==> config.mk <==
export PLATFORM = sky130hd
export DESIGN_NAME = level_meter_mc_flat
export DESIGN_NICKNAME = d
export VERILOG_FILES = /design/src/rtl/level_meter_mc_if.sv /design/src/rtl/level_meter_mc.sv /design/src/flat_wrapper.sv
export SDC_FILE = /design/constraint.sdc
export NUM_CORES = 1
export LEC_CHECK = 0
export ABC_CLOCK_PERIOD_IN_PS = 9400
export BUFFER_PORTS_ARGS = -buffer_cell sky130_fd_sc_hd__buf_4
export CAP_MARGIN = 30
export CORE_ASPECT_RATIO = 1.1
export CORE_UTILIZATION = 50
export CTS_BUF_LIST = sky130_fd_sc_hd__clkbuf_4 sky130_fd_sc_hd__clkbuf_8
export DETAILED_ROUTE_END_ITERATION = 12
export HOLD_SLACK_MARGIN = 0.05
export PLACE_DENSITY = 0.67
export SETUP_SLACK_MARGIN = 0.05
export SKIP_LAST_GASP = 1
export SYNTH_ARGS = -nofsm -noshare
export SYNTH_HDL_FRONTEND = slang
export SYNTH_SLANG_ARGS = --single-unit
==> constraint.sdc <==
create_clock -name CLK -period 9.4 [get_ports CLK]
set_clock_uncertainty 0.2 [all_clocks]
set_input_delay 2.35 -clock CLK [delete_from_list [all_inputs] [get_ports CLK]]
set_output_delay 2.35 -clock CLK [all_outputs]
set_load 0.005 [all_outputs]
==> src/rtl/level_meter_mc_if.sv <==
// rtl/level_meter_mc_if.sv - sample/render bus for level_meter_mc
// Signals: SAMPLE_TR, VALUE, CH_SEL, MODE (towards meter); LED, CLIP, DONE, OVERRUN (from meter).
// Modports: master = sample source / display consumer, slave = meter.
interface level_meter_mc_if #(
    parameter int CHANNELS = 2,
    parameter int DATA_W   = 12,
    parameter int LED_N    = 10
);
    localparam int CH_W = (CHANNELS > 1) ? $clog2(CHANNELS) : 1;

    logic                       SAMPLE_TR;
    logic [CHANNELS*DATA_W-1:0] VALUE;
    logic [CH_W-1:0]            CH_SEL;
    logic                       MODE;
    logic [LED_N-1:0]           LED;
    logic [CHANNELS-1:0]        CLIP;
    logic                       DONE;
    logic                       OVERRUN;

    modport master (
        output SAMPLE_TR, VALUE, CH_SEL, MODE,
        input  LED, CLIP, DONE, OVERRUN
    );

    modport slave (
        input  SAMPLE_TR, VALUE, CH_SEL, MODE,
        output LED, CLIP, DONE, OVERRUN
    );
endinterface

==> src/rtl/level_meter_mc.sv <==
// rtl/level_meter_mc.sv - multi-channel PCM peak/hold/decay level meter with clip flags and LED bar
// Ports: CLK; RESET (async, active-high); bus (slave modport of level_meter_mc_if):
//   SAMPLE_TR/VALUE/CH_SEL/MODE in, LED/CLIP/DONE/OVERRUN out.
module level_meter_mc #(
    parameter int CHANNELS     = 2,
    parameter int DATA_W       = 12,
    parameter int LED_N        = 10,
    parameter int HOLD_SAMPLES = 4800,
    parameter int DECAY_STEP   = 4,
    parameter int CLIP_LEVEL   = (1 << (DATA_W - 1)) - 8,
    parameter int CLIP_HOLD    = 24000
) (
    input logic             CLK,
    input logic             RESET,
    level_meter_mc_if.slave bus
);
    localparam int MAG_W   = DATA_W - 1;
    localparam int CH_W    = (CHANNELS > 1) ? $clog2(CHANNELS) : 1;
    localparam int HOLD_W  = (HOLD_SAMPLES > 0) ? $clog2(HOLD_SAMPLES + 1) : 1;
    localparam int CLIPC_W = (CLIP_HOLD > 0) ? $clog2(CLIP_HOLD + 1) : 1;
    localparam int LIT_W   = $clog2(LED_N + 1);
    localparam int PROD_W  = MAG_W + 1 + LIT_W;

    localparam logic [DATA_W-1:0]  MID_V     = DATA_W'(1 << MAG_W);
    localparam logic [MAG_W-1:0]   DECAY_V   = MAG_W'(DECAY_STEP);
    localparam logic [MAG_W-1:0]   CLIP_V    = MAG_W'(CLIP_LEVEL);
    localparam logic [HOLD_W-1:0]  HOLD_V    = HOLD_W'(HOLD_SAMPLES);
    localparam logic [CLIPC_W-1:0] CLIPH_V   = CLIPC_W'(CLIP_HOLD);
    localparam logic [CH_W-1:0]    LAST_CH   = CH_W'(CHANNELS - 1);

    typedef enum logic [1:0] {S_IDLE, S_SCAN, S_UPDATE} state_t;

    state_t    state_q, state_d;
    logic [CH_W-1:0] ch_q, ch_d;
    logic      capture, scan_en, update_en, overrun_d;

    logic [CHANNELS*DATA_W-1:0] sample_q;
    logic [MAG_W-1:0]   peak_q  [CHANNELS];
    logic [HOLD_W-1:0]  hold_q  [CHANNELS];
    logic [CLIPC_W-1:0] clipc_q [CHANNELS];
    logic [CHANNELS-1:0] flag_q;
    logic [LED_N-1:0]    led_q, led_d;
    logic [CHANNELS-1:0] clip_q;
    logic                done_q, overrun_q;

    logic [DATA_W-1:0]  samp, neg_diff;
    logic [MAG_W-1:0]   mag, peak_cur, peak_d;
    logic [HOLD_W-1:0]  hold_cur, hold_d;
    logic [CLIPC_W-1:0] clipc_cur, clipc_d;
    logic               flag_d;
    logic [CH_W-1:0]    sel;
    logic [PROD_W-1:0]  prod;
    logic [LIT_W-1:0]   lit;

    always_ff @(posedge CLK or posedge RESET) begin
        if (RESET) begin
            state_q <= S_IDLE;
            ch_q    <= '0;
        end else begin
            state_q <= state_d;
            ch_q    <= ch_d;
        end
    end

    always_comb begin
        state_d   = state_q;
        ch_d      = ch_q;
        capture   = 1'b0;
        scan_en   = 1'b0;
        update_en = 1'b0;
        overrun_d = 1'b0;
        case (state_q)
            S_IDLE: begin
                if (bus.SAMPLE_TR) begin
                    capture = 1'b1;
                    ch_d    = '0;
                    state_d = S_SCAN;
                end
            end
            S_SCAN: begin
                scan_en   = 1'b1;
                overrun_d = bus.SAMPLE_TR;
                if (ch_q == LAST_CH) state_d = S_UPDATE;
                else                 ch_d    = ch_q + 1'b1;
            end
            S_UPDATE: begin
                update_en = 1'b1;
                overrun_d = bus.SAMPLE_TR;
                state_d   = S_IDLE;
            end
            default: state_d = S_IDLE;
        endcase
    end

    // Per-channel datapath for the channel currently being scanned.
    always_comb begin
        samp     = sample_q[int'(ch_q)*DATA_W +: DATA_W];
        neg_diff = MID_V - samp;
        // Below mid-scale, v = 0 would give exactly M, which saturates to M-1.
        if (samp[DATA_W-1])          mag = samp[MAG_W-1:0];
        else if (neg_diff[DATA_W-1]) mag = '1;
        else                         mag = neg_diff[MAG_W-1:0];

        peak_cur  = peak_q[ch_q];
        hold_cur  = hold_q[ch_q];
        clipc_cur = clipc_q[ch_q];

        peak_d = peak_cur;
        hold_d = hold_cur;
        if (mag >= peak_cur) begin
            peak_d = mag;
            hold_d = HOLD_V;
        end else if (hold_cur != '0) begin
            hold_d = hold_cur - 1'b1;
        end else if (peak_cur >= DECAY_V) begin
            peak_d = peak_cur - DECAY_V;
        end else begin
            peak_d = '0;
        end

        clipc_d = clipc_cur;
        if (mag >= CLIP_V)         clipc_d = CLIPH_V;
        else if (clipc_cur != '0)  clipc_d = clipc_cur - 1'b1;
        // Flag uses the count before this period's decrement so it stays up for
        // CLIP_HOLD full sample periods after the last clipped sample.
        flag_d = (mag >= CLIP_V) || (clipc_cur != '0);
    end

    // Rendering of the selected channel; out-of-range selections fall back to channel 0.
    always_comb begin
        sel  = (int'(bus.CH_SEL) >= CHANNELS) ? '0 : bus.CH_SEL;
        prod = (PROD_W'(peak_q[sel]) + PROD_W'(1)) * PROD_W'(LED_N);
        lit  = LIT_W'(prod >> MAG_W);
        led_d = '0;
        for (int i = 0; i < LED_N; i++) begin
            if (bus.MODE) led_d[i] = (lit != '0) && (i == int'(lit) - 1);
            else          led_d[i] = (i < int'(lit));
        end
    end

    always_ff @(posedge CLK or posedge RESET) begin
        if (RESET) begin
            sample_q  <= '0;
            flag_q    <= '0;
            led_q     <= '0;
            clip_q    <= '0;
            done_q    <= 1'b0;
            overrun_q <= 1'b0;
            for (int k = 0; k < CHANNELS; k++) begin
                peak_q[k]  <= '0;
                hold_q[k]  <= '0;
                clipc_q[k] <= '0;
            end
        end else begin
            done_q    <= update_en;
            overrun_q <= overrun_d;
            if (capture) sample_q <= bus.VALUE;
            if (scan_en) begin
                peak_q[ch_q]  <= peak_d;
                hold_q[ch_q]  <= hold_d;
                clipc_q[ch_q] <= clipc_d;
                flag_q[ch_q]  <= flag_d;
            end
            if (update_en) begin
                led_q  <= led_d;
                clip_q <= flag_q;
            end
        end
    end

    assign bus.LED     = led_q;
    assign bus.CLIP    = clip_q;
    assign bus.DONE    = done_q;
    assign bus.OVERRUN = overrun_q;
endmodule

==> src/flat_wrapper.sv <==
// flat-port wrapper written by rule: the top's interface ports become plain ports
module level_meter_mc_flat 
#(
    parameter int CHANNELS     = 2,
    parameter int DATA_W       = 12,
    parameter int LED_N        = 10,
    parameter int HOLD_SAMPLES = 4800,
    parameter int DECAY_STEP   = 4,
    parameter int CLIP_LEVEL   = (1 << (DATA_W - 1)) - 8,
    parameter int CLIP_HOLD    = 24000
)
  (CLK, RESET, bus_SAMPLE_TR, bus_VALUE, bus_CH_SEL, bus_MODE, bus_LED, bus_CLIP, bus_DONE, bus_OVERRUN);
  level_meter_mc_if #(.CHANNELS(CHANNELS), .DATA_W(DATA_W), .LED_N(LED_N)) bus_i ();
  input logic CLK;
  input logic RESET;
  input wire logic [$bits(bus_i.SAMPLE_TR)-1:0] bus_SAMPLE_TR;
  input wire logic [$bits(bus_i.VALUE)-1:0] bus_VALUE;
  input wire logic [$bits(bus_i.CH_SEL)-1:0] bus_CH_SEL;
  input wire logic [$bits(bus_i.MODE)-1:0] bus_MODE;
  output wire logic [$bits(bus_i.LED)-1:0] bus_LED;
  output wire logic [$bits(bus_i.CLIP)-1:0] bus_CLIP;
  output wire logic [$bits(bus_i.DONE)-1:0] bus_DONE;
  output wire logic [$bits(bus_i.OVERRUN)-1:0] bus_OVERRUN;
  assign bus_i.SAMPLE_TR = bus_SAMPLE_TR;
  assign bus_i.VALUE = bus_VALUE;
  assign bus_i.CH_SEL = bus_CH_SEL;
  assign bus_i.MODE = bus_MODE;
  assign bus_LED = bus_i.LED;
  assign bus_CLIP = bus_i.CLIP;
  assign bus_DONE = bus_i.DONE;
  assign bus_OVERRUN = bus_i.OVERRUN;
  level_meter_mc #(.CHANNELS(CHANNELS), .DATA_W(DATA_W), .LED_N(LED_N), .HOLD_SAMPLES(HOLD_SAMPLES), .DECAY_STEP(DECAY_STEP), .CLIP_LEVEL(CLIP_LEVEL), .CLIP_HOLD(CLIP_HOLD)) u_core (.CLK(CLK), .RESET(RESET), .bus(bus_i));
endmodule
==> results of run 1 <==
metrics by stage:
| step | setup slack [ns] | utilization (%) | std cells | area, um2 |
|---|---|---|---|---|
| floorplan | 2.89 | - | 888 | 8060 |
| global placement | 2.49 | 53.9 | 1088 | 8480 |
| detailed placement | 2.45 | 53.9 | 1088 | 8480 |
| CTS | 2.94 | 56.8 | 1120 | 8940 |
| global route | 2.39 | 56.9 | 1121 | 8960 |
| finish | 2.94 | 56.9 | 1121 | 8960 |
state kept, by name, summed over array words and instances, names as in the netlist:
name and cells:
u_core.hold_q 26, u_core.flag_q 2, u_core.ch_q 1, u_core.peak_q 22, u_core.clipc_q 30, u_core.sample_q 24, u_core.bus.LED 10, u_core.bus.DONE 1
u_core.bus.CLIP 2, u_core.bus.OVERRUN 1, u_core.state_q 2
cells in the final DEF (no fill, tap or decap), types with 15 or more instances in the layout:
cell,count
dfrtp_1,120
nand2_1,105
nor2_1,71
mux2i_1,57
o21ai_0,54
buf_4,48
mux2_2,43
ha_1,38
a21oi_1,36
nand3_1,32
nor3_1,26
a31oi_1,24
clkbuf_8,20
xor2_1,19
xnor2_1,17
inv_1,16
o31ai_1,15
layer usage:
layer	GRT usage, %	share of wire (%)
met4	9.04	1.9
met3	4.22	4.1
met1	31.3	48
met5	0	0
met2	38.1	46
worst register-to-register path, cell delays in order (launching register included):
cell and delay (ns):
dfrtp_4 0.68, buf_4 0.69, mux2i_1 0.73, nand4_2 0.37
a22oi_1 0.48, ha_1 0.31, nand2_1 0.06, o21ai_0 0.08
nand3_1 0.09, a31oi_1 0.14, nor3_2 0.73, buf_4 0.37
nand3_1 0.14, o21ai_0 0.19
logic make-up after synthesis:
| logic type | Yosys count |
|---|---|
| AND/OR/NAND/NOR | 321 |
| AO/OA/AOI/OAI | 207 |
| flip-flops | 121 |
| multiplexers | 100 |
| buffers and inverters | 65 |
| adder cells (fa/ha/maj) | 38 |
| XOR/XNOR | 36 |
power by group through the flow:
stage               combinational [mW]  clock (mW)  sequential [mW]
finish                            2.08       0.536            0.936
global route                      2.35       0.565            0.966
CTS                               2.08       0.546            0.932
detailed placement                2.07           0            0.941
global placement                  2.04           0            0.936
floorplan                         1.65           0            0.864
area by class of cell:
type,instances,area (um2)
clock inverters,10,166
clock buffers,22,290
repair buffers,49,380
well taps,200,250
inverters,17,66.3
fillers,1477,6780
flip-flops and latches,121,3030
multi-input cells,702,4770
worst min-delay path by stage:
stage	startpoint	to
floorplan	u_core.clipc_q[16]	u_core.clipc_q[16]
global placement	u_core.clipc_q[1]	u_core.clipc_q[1]
detailed placement	u_core.clipc_q[1]	u_core.clipc_q[1]
CTS	u_core.clipc_q[1]	u_core.clipc_q[1]
global route	u_core.hold_q[19]	u_core.hold_q[19]
finish	u_core.clipc_q[1]	u_core.clipc_q[1]
==> results.cfg, run 1 <==
[outcome]
status = completed

[run]
drv_cap = 0

[global_routing]
grt_pass1_wl_um = 30600
antenna_found_initial = 0
grt_overflow = 0
grt_max_degree = 67
grt_pass1_vias = 6219
grt_usage_pct = 23.6

[sta]
period_minus_slack_ns = 6.46
slew_viol_final = 0
finalSetupTns_ns = 0
worstMarginPinSlew_ns = 0.968
fin_crit_sh_pct = 68.7
holdWs_ns = 0.277
finalHoldViolCount = 0
rsz0062_at_grt = no
clock.fmax_mhz = 155
max_slew_margin_pct = 35.3
setup_viol = 0

[logic_synthesis]
synth_seq_cells = 121
synth_nets = 955
yosysTopAreaCell = dfrtp_1
synthAdderAreaFrac_pct = 5.90
synth_xor_area_share_pct = 3.91
avgSynthCellArea_um2 = 9.07
synth_edf_count = 0
synth_top_area_share_pct = 37.6
synth_flop_cell = dfrtp_1
synth_cells = 888
synthArstFlopShare_pct = 100
yosysSeqAreaShare_pct = 37.6
synth_warnings = 0
synth_simple_gate_area_share_pct = 19.4
ys_types = 66
synth_commonest_cells = dfrtp_1, nand2_1, nor2_1
netlist_area_mm2 = 0.00806
synth_top_family_by_area = simple AND/OR/NAND/NOR gates
synth-compound-area-share_pct = 16.8
synth_area_leaders = dfrtp_1, mux2i_1, mux2_2, ha_1, nand2_1
synth.most_common_cell = dfrtp_1
synthMuxAreaShare_pct = 13.1

[routing]
avgViaCountPerCell = 5.91
wl_per_cell_um = 16.3
vias = 6620
wirelength_um = 18200
drt_pass1_iterations = 7
drc_errors = 0
ant_nets = 0
drtIter0Drc = 314

[critical_path]
startpoint = bus_CH_SEL
path_cells = buf_4, nand2b_1, o21ai_0, and3_1, nand2_1, xor2_1, o21ai_0, ha_1, ha_1, a21oi_1, a21boi_0, a2111oi_0, o21bai_1, xor2_1, or3b_2, a31oi_1
cp-start-kind = input pin
slowest_delay_ns = 0.78
crit_type = in -> reg
cp_max_fo = 22
crit_family = compound AO/OA/AOI/OAI gates
cp.required_ns = 9.49
r2r_setup_slack_ns = 4.06
end_kind = flip-flop
r2r_end = u_core.hold_q[21]
reg2reg_depth = 13
timing.rr.start = u_core.ch_q
slowest_stage = xor2_1
crit_path_end = u_core.bus.LED[2]
path_buf_inv = 1
cp_data_arrival_time_ns = 6.55
crit_cells = 16

[floorplanning]
die_width_um = 123
fp-row-count = 48
initial_core_util_pct = 51.2
ios = 43
die-height_um = 135
core_mm2 = 0.0157
dieArea_mm2 = 0.0166

[cells_and_area]
num_antenna_cells = 0
area_growth_pct = 11.2
drive_gt1_share_pct = 15.9
nets = 975

[power]
vdd_drop_max_uv = 191
p_seq_share_pct = 26.4
swShare_pct = 47.0
leakage_nw = 3.80
p_comb_share_pct = 58.5
p_sw_mw = 1.67
pwr-share-clk_pct = 15.1
internal_power_mw = 1.88
powerDensity_mw_per_mm2 = 397
power.total_mw = 3.55

[clock_tree]
post-cts-setup-buffer-count = 0
cts-root-buf = clkbuf_8
numCtsBuffers = 17
cts_resized = 0
cts_tree = built
h-tree-depth = 4
insertion_delay_ns = 0.45
cts.clk_slew.worst_paths_ns = 0.08
cts.sinks = 121
cts_hold_buf = 0
clockBufferDepth = 2

[hold_path]
whs_path_depth = 2
worstHoldPathType = reg -> reg

[placement]
io_buffers = 42
gp_congestion = 0.861
detailed_place_hpwl_um = 12800
Note: power is estimated with default switching activity, not from simulation.
==> run 2: changes to the inputs <==
Settings changed: ABC_CLOCK_PERIOD_IN_PS 9400 to 6500.
Clock period 9.4 ns to 6.5 ns, I/O delays scaled along.
==> run 2 against run 1 <==
  * Setup slack worse by 2.3 ns
  * Sequential power rose by 46%
  * Global-route usage about the same
  * Non-clock buffer count rose by 3
  * First-iteration DRC count up 3.8%
  * Power rose by 42%
  * Via count down 0.35%
  * Flip-flop and latch count is the same
  * Critical path depth stayed put
  * Count of clock-buffer cells in the layout decreased by 1
  * Critical path type unchanged
  * Highest routed layer unchanged
==> results.cfg, run 2 (same netlist as run 1, synthesis figures left out) <==
[global_routing]
met3_usage_pct = 4.31
use_met1_pct = 31.6
grt_busiest_layer = met2
grt_pass1_vias = 6392
grt_pass1_wl_um = 31000
antenna_found_initial = 0
grt_max_degree = 67
grt_usage_pct = 23.6
grt_use_met2_pct = 38.5
grt_overflow = 0

[outcome]
status = completed

[clock_tree]
h-tree-depth = 4
cts_hold_buf = 0
cts_tree = built
cts_resized = 0
clockBufferDepth = 2
insertion_delay_ns = 0.45
cts-root-buf = clkbuf_8
numCtsBuffers = 17
post-cts-setup-buffer-count = 0
cts.sinks = 121
cts.clk_slew.worst_paths_ns = 0.07

[hold_path]
worstHoldPathType = reg -> reg
min_from = u_core.clipc_q[1]

[power]
powerDensity_mw_per_mm2 = 566
p_seq_share_pct = 27.2
swShare_pct = 47.8
pwr-share-clk_pct = 12.9
leakage_nw = 3.79
internal_power_mw = 2.63
vdd_drop_max_uv = 365
p_comb_share_pct = 59.9
power.total_mw = 5.03
p_sw_mw = 2.40

[floorplanning]
fp-row-count = 48
core_mm2 = 0.0157
die-height_um = 135
initial_core_util_pct = 51.2
ios = 43
die_width_um = 123
dieArea_mm2 = 0.0166

[cells_and_area]
final_common_cell = dfrtp_1
reg.largest.list = u_core.clipc_q: 30 flops, u_core.hold_q: 26 flops, u_core.sample_q: 24 flops
multi_input_area_mm2 = 0.00477
area_growth_pct = 10.4
mostFrequentLayoutCells = dfrtp_1, nand2_1, nor2_1, mux2i_1, o21ai_0
fillCellCount = 1469
regMostFlops = u_core.clipc_q
num_antenna_cells = 0
largest_register_ffs = 30
drive_gt1_share_pct = 16.0
nets = 978
regArea_mm2 = 0.00303
stdcell_area_mm2 = 0.00889

[sta]
slew_viol_final = 0
setup_viol = 0
holdWs_ns = 0.276
finalSetupTns_ns = 0
rsz0062_at_grt = no
max_slew_margin_pct = 36.4
finalHoldViolCount = 0
period_minus_slack_ns = 5.85
fin_crit_sh_pct = 90.1
worstMarginPinSlew_ns = 0.954
clock.fmax_mhz = 171
fin_ws_ns = 0.645

[routing]
drtIter0Drc = 326
drt_pass1_iterations = 4
wirelength_um = 18000
wl_per_cell_um = 16.0
ant_nets = 0
vias = 6597
avgViaCountPerCell = 5.87
drc_errors = 0

[critical_path]
cp_max_fo = 22
end_kind = flip-flop
cp.required_ns = 6.58
timing.rr.start = u_core.ch_q
startpoint = bus_CH_SEL
crit_type = in -> reg
cp-start-kind = input pin
cp_data_arrival_time_ns = 5.93

[placement]
gp_congestion = 0.887
preCtsSetupSlack_ns = 0.274
place_area_mm2 = 0.00850
io_buffers = 42
detailed_place_hpwl_um = 12700

[run]
drv_cap = 0
run 2: cell count changes in the layout (fill, tap and decap cells not counted), sizes merged:
cell and delta:
buf +3, bufinv -2, clkbuf -1, clkinv +3, clkinvlp -1
run 2: power groups by stage:
stage,Combinational [mW],Sequential (mW),Clock (mW)
final,3.01,1.37,0.648
after global routing,3.38,1.42,0.696
after CTS,3.00,1.37,0.668
after global placement,2.93,1.37,0
after detailed placement,2.98,1.38,0
after floorplan,2.38,1.25,0
run 2: cell type report:
class	count	area share (%)
Sequential cell	121	34.1
Timing Repair Buffer	52	4.53
Clock buffer	21	3.04
Multi-Input combinational cell	702	53.6
Inverter	17	0.746
Clock inverter	10	1.15
Tap cell	200	2.81
run 2: layer usage:
layer | wire [um] | up-vias | part of all wire (%)
met5 | 0 | - | 0
met2 | 8410 | 153 | 47
li1 | - | 3304 | -
met3 | 748 | 18 | 4.2
met4 | 194 | 0 | 1.1
met1 | 8670 | 3122 | 48
run 2: metrics by stage:
step	utilization, %	cells
6_report	56.5	1123
3_5_place_dp	54.0	1091
4_1_cts	56.4	1122
2_1_floorplan	-	888
5_1_grt	56.5	1123
3_3_place_gp	54.0	1091
run 2: worst paths after layout:
path | endpoint | slack [ns] | cells after the start
setup / recovery | u_core.bus.LED[2] | 0.65 | 16
hold / removal | u_core.clipc_q[1] | 0.28 | 2
setup reg to reg | u_core.peak_q[1] | 1.36 | 12
hold reg to reg | u_core.clipc_q[1] | 0.28 | 2
max in group asynchronous | u_core.clipc_q[19] | 4.04 | 3
min in group asynchronous | u_core.bus.LED[1] | 1.13 | 2
run 2: worst max-delay path, cell delays in order:
cell and delay [ns]:
buf_4 0.18, nand2b_1 0.17, o21ai_0 0.26, and3_1 0.29, nand2_1 0.09, xor2_1 0.14, o21ai_0 0.25, ha_1 0.30
ha_1 0.35, a21oi_1 0.19, a21boi_0 0.15, a2111oi_0 0.65, o21bai_1 0.19, xor2_1 0.77, or3b_2 0.26, a31oi_1 0.07
==> run 3: changes to the inputs <==
Settings changed: CORE_UTILIZATION 50 to 30, PLACE_DENSITY 0.67 to default, RECOVER_POWER from default to 50.
==> run 3 against run 2 <==
  * The run now ends with max-capacitance violations, max-slew violations left
  * Non-clock buffer count decreased by 2
  * Combinational power up 2%
  * Wire length rose by 5.6%
  * Register-to-register slack worse by 0.25 ns
  * Via count grew 0.17%
  * Clock power down 3.9%
  * Sequential power about the same
  * Critical endpoint unchanged
  * Largest power group unchanged
==> results.cfg, run 3 (same netlist as run 1, synthesis figures left out) <==
[sta]
clock.fmax_mhz = 173
finalSetupTns_ns = 0
period_minus_slack_ns = 5.78
rsz0062_at_grt = no
max_slew_margin_pct = -80.2
worstMarginPinSlew_ns = 2.70
finalHoldViolCount = 0
fin_crit_sh_pct = 88.9
setup_viol = 0
slew_viol_final = 50

[floorplanning]
die-height_um = 174
die_width_um = 158
fp-row-count = 62
core_mm2 = 0.0262
initial_core_util_pct = 30.7
ios = 43
dieArea_mm2 = 0.0275

[cells_and_area]
final_common_cell = dfrtp_1
reg.largest.list = u_core.clipc_q: 30 flops, u_core.hold_q: 26 flops, u_core.sample_q: 24 flops
mostFrequentLayoutCells = dfrtp_1, nand2_1, nor2_1, mux2i_1, o21ai_0
nets = 976
num_antenna_cells = 0
fillCellCount = 2739
fin_util_pct = 34.6
largest_register_ffs = 30
area_growth_pct = 12.5
stdcell_area_mm2 = 0.00906
drive_gt1_share_pct = 15.5
regMostFlops = u_core.clipc_q

[power]
leakage_nw = 3.75
vdd_drop_max_uv = 273
powerDensity_mw_per_mm2 = 554

[clock_tree]
post-cts-setup-buffer-count = 0
cts_hold_buf = 0
insertion_delay_ns = 0.45
numCtsBuffers = 17
cts.clk_slew.worst_paths_ns = 0.09
cts-root-buf = clkbuf_8
clockBufferDepth = 2
h-tree-depth = 4
cts_tree = built
cts_resized = 0
cts.sinks = 121

[placement]
io_buffers = 42
detailed_place_hpwl_um = 13500
place_area_mm2 = 0.00869
gp_congestion = 0.832

[global_routing]
use_met1_pct = 19.9
grt_overflow = 0
met3_usage_pct = 2.10
grt_use_met2_pct = 23.4
grt_pass1_wl_um = 32100
grt_max_degree = 76
grt_usage_pct = 14.6
grt_busiest_layer = met2
grt_pass1_vias = 6387
antenna_found_initial = 0

[run]
drv_cap = 1

[critical_path]
cp_data_arrival_time_ns = 5.87
cp-start-kind = input pin
cp.required_ns = 6.59
crit_type = in -> reg
end_kind = flip-flop
cp_max_fo = 22

[outcome]
status = complete, but fails checks
violations = max-capacitance violations, max-slew violations

[routing]
ant_nets = 0
vias = 6608
wl_per_cell_um = 14.9
wirelength_um = 19000
drc_errors = 0
drtIter0Drc = 388
drt_pass1_iterations = 7
avgViaCountPerCell = 5.19

[hold_path]
worstHoldPathType = reg -> reg
==> run 3: cell type report <==
type / count / area [um2] / share of cell area (%)
clock buffers: 18 / 248 / 2.73
flip-flops and latches: 121 / 3030 / 33.4
well taps: 352 / 440 / 4.86
clock inverters: 14 / 114 / 1.26
inverters: 17 / 65.1 / 0.718
repair buffers: 50 / 400 / 4.42
multi-input cells: 702 / 4770 / 52.6
==> run 3: worst max-delay path, stage by stage <==
cell and delay (ns):
buf_4 0.18, nand2b_1 0.17, o21ai_0 0.27, and3_1 0.29, nand2_1 0.09, xor2_1 0.14, o21ai_0 0.24, ha_1 0.30
ha_1 0.35, a21oi_1 0.20, a21boi_0 0.15, a2111oi_0 0.55, o21bai_1 0.18, xor2_1 0.77, or3b_2 0.26, a31oi_1 0.08
==> run 3: per-layer routing <==
metal / vias to the layer above / wire, um / part of all wire [%]
met4: 0 / 261 / 1.4
li1: 3316 / - / -
met3: 16 / 658 / 3.5
met2: 143 / 8820 / 46
met1: 3133 / 9290 / 49
met5: - / 0 / 0
==> run 3: path summary, 6_finish.rpt <==
kind,startpoint,endpoint,slack [ns],cells past startpoint
max,bus_CH_SEL,u_core.bus.LED[2],0.72,16
min,u_core.hold_q[6],u_core.hold_q[6],0.28,1
max reg2reg,u_core.ch_q,u_core.peak_q[10],1.11,14
min reg2reg,u_core.hold_q[6],u_core.hold_q[6],0.28,1
max in group asynchronous,RESET,u_core.bus.CLIP[1],2.22,3
min in group asynchronous,RESET,u_core.hold_q[20],1.00,2
==> run 3: per-stage QoR <==
step / hold WS (ns) / power, mW / setup WS (ns) / std cells
CTS: 0.282 / 5.06 / 0.758 / 1273
finish: 0.275 / 5.03 / 0.722 / 1274
global route: 0.293 / 5.51 / 0.343 / 1274
global placement: 0.260 / 4.34 / 0.326 / 1240
detailed placement: 0.265 / 4.41 / 0.285 / 1241
floorplan: 0.243 / 3.63 / 0.713 / 888
==> run 3: where the power goes <==
group	switching, mW	total [mW]	internal [mW]
logic	1.85	3.06	1.21
registers	0.291	1.35	1.05
clock network	0.341	0.623	0.282
